## src/rtl/mod_multimode_pkg.sv

```systemverilog
// Shared types for the multimode modulator: modulation selector and FSM states.
package mod_pkg;

  typedef logic [1:0] mode_t;

  localparam mode_t MODE_BPSK = 2'd0;
  localparam mode_t MODE_BFSK = 2'd1;
  localparam mode_t MODE_OOK  = 2'd2;

  typedef enum logic {
    ST_IDLE,
    ST_RUN
  } state_t;

endpackage

```

## src/rtl/mod_multimode_if.sv

```systemverilog
// Bit-stream input handshake and carrier-sample output of the modulator.
interface mod_multimode_if
  import mod_pkg::*;
#(
  parameter int OUT_W = 8
);
  mode_t            mode;
  logic             bit_valid;
  logic             bit_in;
  logic             bit_ready;
  logic [OUT_W-1:0] wav_out;
  logic             wav_valid;
  logic             sym_start;

  modport master (
    output mode, bit_valid, bit_in,
    input  bit_ready, wav_out, wav_valid, sym_start
  );

  modport slave (
    input  mode, bit_valid, bit_in,
    output bit_ready, wav_out, wav_valid, sym_start
  );
endinterface

```

## src/rtl/mod_sine_lut.sv

```systemverilog
// Combinational offset-binary sine ROM; contents are fixed at elaboration time.
module mod_sine_lut #(
  parameter int OUT_W  = 8,
  parameter int LUT_AW = 6
) (
  input  logic [LUT_AW-1:0] addr,
  output logic [OUT_W-1:0]  data
);
  localparam int DEPTH = 1 << LUT_AW;
  localparam int MID   = 1 << (OUT_W - 1);

  logic [OUT_W-1:0] rom [DEPTH];

  // Amplitude MID-1 keeps the peak inside OUT_W; rounding is to nearest, halves away from zero.
  for (genvar gi = 0; gi < DEPTH; gi++) begin : g_rom
    localparam real ANG = 2.0 * 3.141592653589793 * real'(gi) / real'(DEPTH);
    localparam real AMP = real'(MID - 1) * $sin(ANG);
    localparam int  VAL = (AMP >= 0.0) ? (MID + $rtoi(AMP + 0.5)) : (MID - $rtoi(0.5 - AMP));
    assign rom[gi] = OUT_W'(VAL);
  end

  assign data = rom[addr];
endmodule

```

## src/rtl/mod_multimode.sv

```systemverilog
// Single-clock BPSK/BFSK/OOK modulator: one latched bit per SPS-sample symbol.
module mod_multimode
  import mod_pkg::*;
#(
  parameter int OUT_W   = 8,
  parameter int SPS     = 16,
  parameter int PHASE_W = 16,
  parameter int LUT_AW  = 6,
  parameter int F0_INC  = 4096,
  parameter int F1_INC  = 8192
) (
  input logic            clk_fast,
  input logic            rst,
  mod_multimode_if.slave bus
);
  localparam int                 CNT_W     = (SPS > 1) ? $clog2(SPS) : 1;
  localparam logic [CNT_W-1:0]   CNT_LAST  = CNT_W'(SPS - 1);
  localparam logic [OUT_W-1:0]   MID       = {1'b1, {(OUT_W-1){1'b0}}};
  localparam logic [PHASE_W-1:0] HALF_TURN = {1'b1, {(PHASE_W-1){1'b0}}};
  localparam logic [PHASE_W-1:0] INC0      = PHASE_W'(F0_INC);
  localparam logic [PHASE_W-1:0] INC1      = PHASE_W'(F1_INC);

  state_t             state_reg, state_next;
  logic [CNT_W-1:0]   cnt_reg, cnt_next;
  logic [PHASE_W-1:0] acc_reg, acc_next;
  logic               bit_reg, bit_next;
  mode_t              mode_reg, mode_next;
  logic [OUT_W-1:0]   wav_out_reg, wav_next;
  logic               wav_valid_reg;
  logic               sym_start_reg;

  logic               last_sample;
  logic               ready;
  logic               transfer;
  logic [PHASE_W-1:0] phase_inc;
  logic [PHASE_W-1:0] phase_off;
  logic [PHASE_W-1:0] phase_sum;
  logic               bpsk_like;
  logic [LUT_AW-1:0]  lut_addr;
  logic [OUT_W-1:0]   lut_data;

  mod_sine_lut #(
    .OUT_W (OUT_W),
    .LUT_AW(LUT_AW)
  ) u_lut (
    .addr(lut_addr),
    .data(lut_data)
  );

  always_ff @(posedge clk_fast) begin
    if (rst) begin
      state_reg     <= ST_IDLE;
      cnt_reg       <= '0;
      acc_reg       <= '0;
      bit_reg       <= 1'b0;
      mode_reg      <= MODE_BPSK;
      wav_out_reg   <= MID;
      wav_valid_reg <= 1'b0;
      sym_start_reg <= 1'b0;
    end else begin
      state_reg     <= state_next;
      cnt_reg       <= cnt_next;
      acc_reg       <= acc_next;
      bit_reg       <= bit_next;
      mode_reg      <= mode_next;
      wav_out_reg   <= wav_next;
      wav_valid_reg <= (state_next == ST_RUN);
      sym_start_reg <= transfer;
    end
  end

  always_comb begin
    last_sample = (state_reg == ST_RUN) && (cnt_reg == CNT_LAST);
    ready       = !rst && ((state_reg == ST_IDLE) || last_sample);
    transfer    = ready && bus.bit_valid;
    phase_inc   = ((mode_reg == MODE_BFSK) && bit_reg) ? INC1 : INC0;

    state_next = state_reg;
    cnt_next   = cnt_reg;
    acc_next   = acc_reg;
    bit_next   = bit_reg;
    mode_next  = mode_reg;

    case (state_reg)
      ST_IDLE: begin
        if (transfer) begin
          state_next = ST_RUN;
          cnt_next   = '0;
          acc_next   = '0;
          bit_next   = bus.bit_in;
          mode_next  = bus.mode;
        end
      end
      ST_RUN: begin
        acc_next = acc_reg + phase_inc;
        cnt_next = cnt_reg + 1'b1;
        if (last_sample) begin
          cnt_next = '0;
          if (transfer) begin
            bit_next  = bus.bit_in;
            mode_next = bus.mode;
          end else begin
            // Bursts always restart at phase 0.
            state_next = ST_IDLE;
            acc_next   = '0;
          end
        end
      end
      default: state_next = ST_IDLE;
    endcase
  end

  // The output register is loaded with the sample belonging to the upcoming cycle.
  always_comb begin
    bpsk_like = (mode_next != MODE_BFSK) && (mode_next != MODE_OOK);
    phase_off = (bpsk_like && !bit_next) ? HALF_TURN : '0;
    phase_sum = acc_next + phase_off;
    if (state_next != ST_RUN) begin
      wav_next = MID;
    end else if ((mode_next == MODE_OOK) && !bit_next) begin
      wav_next = MID;
    end else begin
      wav_next = lut_data;
    end
  end

  assign lut_addr      = phase_sum[PHASE_W-1 -: LUT_AW];
  assign bus.bit_ready = ready;
  assign bus.wav_out   = wav_out_reg;
  assign bus.wav_valid = wav_valid_reg;
  assign bus.sym_start = sym_start_reg;
endmodule

```

## src/flat_wrapper.sv

```systemverilog
// flat-port wrapper written by rule: the top's interface ports become plain ports
module mod_multimode_flat import mod_pkg::*;
#(
  parameter int OUT_W   = 8,
  parameter int SPS     = 16,
  parameter int PHASE_W = 16,
  parameter int LUT_AW  = 6,
  parameter int F0_INC  = 4096,
  parameter int F1_INC  = 8192
)
  (clk_fast, rst, bus_mode, bus_bit_valid, bus_bit_in, bus_bit_ready, bus_wav_out, bus_wav_valid, bus_sym_start);
  mod_multimode_if #(.OUT_W(OUT_W)) bus_i ();
  input logic clk_fast;
  input logic rst;
  input wire logic [$bits(bus_i.mode)-1:0] bus_mode;
  input wire logic [$bits(bus_i.bit_valid)-1:0] bus_bit_valid;
  input wire logic [$bits(bus_i.bit_in)-1:0] bus_bit_in;
  output wire logic [$bits(bus_i.bit_ready)-1:0] bus_bit_ready;
  output wire logic [$bits(bus_i.wav_out)-1:0] bus_wav_out;
  output wire logic [$bits(bus_i.wav_valid)-1:0] bus_wav_valid;
  output wire logic [$bits(bus_i.sym_start)-1:0] bus_sym_start;
  assign bus_i.mode = bus_mode;
  assign bus_i.bit_valid = bus_bit_valid;
  assign bus_i.bit_in = bus_bit_in;
  assign bus_bit_ready = bus_i.bit_ready;
  assign bus_wav_out = bus_i.wav_out;
  assign bus_wav_valid = bus_i.wav_valid;
  assign bus_sym_start = bus_i.sym_start;
  mod_multimode #(.OUT_W(OUT_W), .SPS(SPS), .PHASE_W(PHASE_W), .LUT_AW(LUT_AW), .F0_INC(F0_INC), .F1_INC(F1_INC)) u_core (.clk_fast(clk_fast), .rst(rst), .bus(bus_i));
endmodule
```

## config.mk

```make
export PLATFORM = sky130hd
export DESIGN_NAME = mod_multimode_flat
export DESIGN_NICKNAME = d
export VERILOG_FILES = /design/src/rtl/mod_multimode_pkg.sv /design/src/rtl/mod_multimode_if.sv /design/src/rtl/mod_sine_lut.sv /design/src/rtl/mod_multimode.sv /design/src/flat_wrapper.sv
export SDC_FILE = /design/constraint.sdc
export NUM_CORES = 1
export LEC_CHECK = 0
export CORE_ASPECT_RATIO = 1.4
export CORE_MARGIN = 5
export CORE_UTILIZATION = 45
export DETAILED_ROUTE_END_ITERATION = 8
export GPL_ROUTABILITY_DRIVEN = 0
export PLACE_DENSITY = 0.67
export SYNTH_ARGS = -nofsm -noshare
export SYNTH_HDL_FRONTEND = slang
export SYNTH_SLANG_ARGS = --single-unit
```

## constraint.sdc

```tcl
create_clock -name clk_fast -period 3 [get_ports clk_fast]
set_input_delay 0.45 -clock clk_fast [delete_from_list [all_inputs] [get_ports clk_fast]]
set_output_delay 0.45 -clock clk_fast [all_outputs]
set_load 0.01 [all_outputs]
```

* After elaboration in Yosys (flattened, before gate mapping)
Memory sizes are Yosys's and may differ from the RTL's. A register that Yosys moved wholly into a read port is not among the register bits.
Index checks and enable logic that the tools add are counted.
W data, S select, Z words.
** Cells by class
- Reductions and logical operators :: 11
- Equal/unequal tests :: 6
- Muxes and demuxes :: 18
- $add $sub $neg :: 3
- Bitwise operators :: 3
** Operator list (number)
- $mux W16 :: 4
- $add A16 B16 Y16 :: 2
- $pmux W16 S2 :: 1
- $mux W14 :: 1
- $mux W4 :: 2
- $pmux W4 S2 :: 1
- $logic_and A1 B1 Y1 :: 7
- $not A6 Y7 :: 1
- $add A4 B1 Y4 const B :: 1
- $eq A4 B4 Y1 const B :: 1
- $mux W1 :: 4
- $mux W2 :: 2
- $ne A2 B1 Y1 const B :: 2
- $pmux W1 S2 :: 2
- $pmux W2 S2 :: 1
- $reduce_or A3 Y1 :: 1
- $eq A2 B1 Y1 const B :: 1
- $eq A2 B2 Y1 const B :: 1
- $logic_not A1 Y1 :: 2
- $ne A2 B2 Y1 const B :: 1
- $not A1 Y1 :: 2
- $logic_or A1 B1 Y1 :: 1
** Storage, ports and cells
- Memories :: 1
- Output and inout bits :: 11
- Logic and storage cells :: 48
- Bits of input ports :: 6
- Register bits :: 25
- ROM bits :: 512
** Memories
- (no name shown) :: words 64, bits a word 8, read ports 1, clocked after Yosys merged registers in 1, write ports 0, RTL line mod_sine_lut.sv:22 : assign data = rom[addr];

* Depth between registers and ports, before layout
- Depth in word-level cells :: 14
- Mapped depth :: 14
- Depth with buffers taken out :: 12

* Cells and area by module
Synthesis repeated with hierarchy kept, for this count alone.
** Unflattened totals
- Cells, all modules :: 219
- Area total of the unflattened synthesis :: 1836.8 sq um
** By module, submodules not included
- mod_multimode :: instances 1, sequential area each 460.4 sq um, area an instance 1019.7 sq um, cells each 100
- mod_sine_lut :: instances 1, sequential area each 0.0 sq um, area an instance 817.0 sq um, cells each 119

* Worst setup path after synthesis
No wires, ideal clock.
- Path kind :: reg2reg
- Start :: register u_core.bus.wav_valid (netlist name)
- End :: register u_core.wav_out_reg[2], in the netlist u_core.bus.wav_out[2]
- Path buffers :: 4
- Data arrival time :: 2.955 ns
- Data required time :: 2.880 ns
- Library setup time :: 0.120 ns
- Cell stages (with the launch flop) :: 15
- Clock period less this slack :: 3.075 ns
- Slack :: -0.075 ns
- Path through :: dfxtp_1 -> buf_2 -> buf_2 -> clkbuf_1 -> a21oi_1 -> mux2_2 -> ha_1 -> inv_1 -> a2111oi_0 -> nor3_1 -> xnor2_2 -> buf_6 -> o311ai_2 -> o21ai_1 -> a211o_1
** RTL lines
- end, declared :: RTL line mod_multimode.sv:28 : logic [OUT_W-1:0] wav_out_reg, wav_next;

* Worst setup path in the final report
- Start :: input rst
- End :: register u_core.wav_out_reg[2], in the netlist u_core.bus.wav_out[2]
** On the way
- Cells in the longest elaborated chain, start to end :: 12
- Elaborated cells on any way between the ends :: 28
- Those cells by class :: add/sub: 1; eq/ne: 3; mux: 14; bitwise: 2; reduce/logical: 8
** Ends and longest elaborated chain
- start, declared :: RTL line flat_wrapper.sv:14 : input logic rst;
- $logic_not A1 Y1 * :: RTL line mod_multimode.sv:74 : ready = !rst && ((state_reg == ST_IDLE) || last_sample);
- $logic_and A1 B1 Y1 * :: RTL line mod_multimode.sv:74
- $logic_and A1 B1 Y1 * :: RTL line mod_multimode.sv:75 : transfer = ready && bus.bit_valid;
- $mux W2 * :: RTL line mod_multimode.sv:86, mod_multimode.sv:99
- $mux W2 :: RTL line mod_multimode.sv:97 : if (last_sample) begin
- $pmux W2 S2 * :: RTL line mod_multimode.sv:84 : case (state_reg)
- net u_core.mode_next[1] :: RTL line mod_multimode.sv:27 : mode_t mode_reg, mode_next;
- $ne A2 B1 Y1 or $ne A2 B2 Y1 (tied branches) :: RTL line mod_multimode.sv:115 : bpsk_like = (mode_next != MODE_BFSK) && (mode_next != MODE_OOK);
- $logic_and A1 B1 Y1 :: RTL line mod_multimode.sv:115
- $logic_and A1 B1 Y1 :: RTL line mod_multimode.sv:116 : phase_off = (bpsk_like && !bit_next) ? HALF_TURN : '0;
- $mux W16 :: RTL line mod_multimode.sv:116
- $add A16 B16 Y16 :: RTL line mod_multimode.sv:117 : phase_sum = acc_next + phase_off;
- $not A6 Y7 (not written as such) :: RTL line mod_sine_lut.sv:22
Mark *: on every way through the listed nets, which the timed path passes. The rest lies on a longest branch.
A chain may end at the register's enable or synchronous reset.

==> results.toml <==
[outcome]
outcome = "complete, no violations"

[final_layout]
syn2layout_area_growth_pct = 27.62
design.final.nets = 307
layout.filler_cells = 384
num_antenna_cells = 0
layout.cells.most_common = "buf_4"
most-common-layout-cells = "41 x buf_4, 27 x nor2_1, 22 x dfxtp_1"
post_route_cells_drive_above_1_share = 0.2195
largest_register_ffs = 8
finalNonFillerCells = 330

[clocking]
cts.sinks = 23
tritoncts.num_buffers = 3
total_number_of_h_tree_levels = 1
clockBufferDepth = 2
cts.reportedPaths.clkPinSlew_ns = 0.09
tritoncts = "built"
cts_root_buf = "clkbuf_8"
insertion_delay_of_the_later_clocked_pin_in_the_worst_skew_pair_ns = 0.28

[timing]
timing.max_slew.rel_slack = 0.7020
fin_skew_ns = 0.004216
layout_worst_path_cycle_share = 0.9514
totalNegativeSetupSlack_ns = 0
post_route_minimum_period_ns = 2.854
finalHoldViolations = 0
tightestPinTransition_ns = 0.4469
final.setup.worst_slack_ns = 0.1459
total_count_of_max_transition_violations_in_the_final_report = 0
setup_viol = 0
achievable-frequency_mhz = 350.4

[worst_setup_path]
timing.critical_path.slowest_cell_delay_ns = 0.42
crit_top_cell = "nand2b_4"
cp_num_cells = 12
crit_fanout = 3
worst_ep_arrival_time_ns = 3.03
cp_num_buf_inv = 2
worst-endpoint-required_ns = 3.17
worstSetupEndpointType = "flop"
start_kind = "input port"
crit_slowest_cell = "clkdlybuf4s50_1"
worst-r2r-cell-count = 12
critical_path_class = "input port to flop"
critPathTopFamily = "compound AO/OA/AOI/OAI gates"
timing.critical_path.cells = "clkdlybuf4s50_1 > nand2b_4 > a21oi_2 > mux2_2 > ha_1 > inv_1 > a2111oi_2 > nor3_2 > xnor2_2 > nand2b_4 > o21ai_1 > a211o_1"

[place]
place_hpwl_mm = 4.176
placed_cells_incl_taps = 325
worst_setup_slack_post_dpl_ns = -0.2280
place.port_buffers = 16

[global_routing]
grt_first_pass_wirelength_mm = 9.114
first_global_vias = 1979
grt_max_degree = 24
grt_usage = 0.2048
overflow = 0
grt_antenna_before_repair = 0

[floorplanning]
die_area_um2 = 5542
initial_utilization = 0.4670
die_x_um = 64.36
rows = 27
chipHeight_um = 86.11
io_pins = 17
core-area_um2 = 3986

[synthesis]
ys.warnings.count = 0
count_of_flip_flops_with_a_built_in_enable_after_synthesis = 0
synthDominantCellAreaShare = 0.2473
synthTopCellsByArea = "dfxtp_1 25%, ha_1 8.1%, nor2_1 5.4%"
synth.ff_latch_count = 23
yosysTopAreaCell = "dfxtp_1"
synth_ff_type = "dfxtp_1"
syn_nets = 263
synth_sequential_area_ratio = 0.2473
avgSynthCellArea_um2 = 7.630
async_reset_ff_frac = 0
mappedNetlistArea_um2 = 1862
postSynthCellCount = 244
yosysUniqueCellTypes = 54

[run]
max_cap_viol = 0

[power]
p_comb_frac = 0.315
pwr_density_cell_nw_per_um2 = 332.0
vdd_ir_drop_max_mv = 0.2338
pwr-share-clk = 0.267
net_switching_power_figure_uw = 258.1
share_seq_of_total_power = 0.418
switching_share = 0.3271
power.internal_uw = 530.9
cellLeakagePower_nw = 1.003

[detailed_routing]
drc_errors = 0
detail_route.iter0.violations = 149
route.detailed.vias_per_inst = 6.052
route.detailed.wl_per_inst_um = 16.36
routed_wirelength_mm = 5.400
final_antenna_net_count = 0
drtPass1Iterations = 4
via_count = 1997

[hold_path]
min_path_cells = 2
worstHoldPathType = "flop to flop"
## worst paths after layout
check | start | endpoint | slack (ns)
setup / recovery | rst | u_core.bus.wav_out[2] | 0.15
hold reg to reg | u_core.cnt_reg[2] | u_core.cnt_reg[2] | 0.54
hold / removal | u_core.cnt_reg[2] | u_core.cnt_reg[2] | 0.54
setup reg to reg | u_core.cnt_reg[0] | u_core.bus.wav_out[2] | 0.17
## metrics by stage
stage	instance area [µm²]	power (mW)	hold WS, ns	util
after floorplan	1866	0.4920	0.4859	-
after global placement	2270	0.5679	0.5209	0.5694
after detailed placement	2270	0.5689	0.5298	0.5694
after CTS	2316	0.7788	0.5426	0.5810
after global routing	2376	0.8303	0.6116	0.5960
final	2376	0.7889	0.5413	0.5960
## Yosys cell counts (all sizes together) (2+ instances only)
cell and count:
a211oi 5, o211ai 6, a31oi 3, mux2i 5
o22ai 4, nor3b 4, nor2b 3, xnor2 2
a311oi 2, nor2 27, dfxtp 23, ha 12
o21ai 21, clkbuf 5, o21a 2, o31ai 5
a221oi 2, nand3 14, buf 14, inv 7
nand2 18, nor3 11, and3 4, a21oi 19
o211a 2, nand2b 5, o311ai 2
## layer usage
layer	track usage	wire length, µm	vias up
met5	0	0	-
met4	0.1038	268	0
met3	0.02097	161	23
li1	-	-	982
met1	0.2143	2093	937
met2	0.3947	2876	55
## layout make-up
class,instances,area (µm²),share of cell area
multi-input combinational,195,1306,0.5498
timing repair buffer,58,481.7,0.2027
sequential,23,461.7,0.1943
tap,43,53.80,0.02264
clock buffer,3,41.29,0.01738
inverter,7,26.28,0.01106
clock inverter,1,5.005,0.002106
## tightest hold or removal path, cell delays in order (launching register included)
cell	delay (ns)
dfxtp_1	0.36
o21ai_0	0.08
a21oi_1	0.06
## kinds of logic after synthesis
kind of cell / Yosys count / synth area share
simple gates: 92 / 0.2446
compound gates: 82 / 0.2930
buf+inv: 26 / 0.07729
flops: 23 / 0.2473
fa+ha+maj: 13 / 0.09140
mux: 6 / 0.03293
xor+xnor: 2 / 0.01344
## timing repair
action                     in CTS  in global routing
hold buffers                    0                  0
gates resized for setup         0                 11
buffers inserted                0                  1
setup endpoints to repair       0                  7
## power by group through the flow
stage	sequential (mW)	clock, mW	combinational [mW]
global placement	0.336	0	0.232
finish	0.330	0.211	0.248
CTS	0.330	0.216	0.233
floorplan	0.340	0	0.152
global route	0.332	0.227	0.272
detailed placement	0.337	0	0.232
Note: power is estimated with default switching activity, not from simulation.
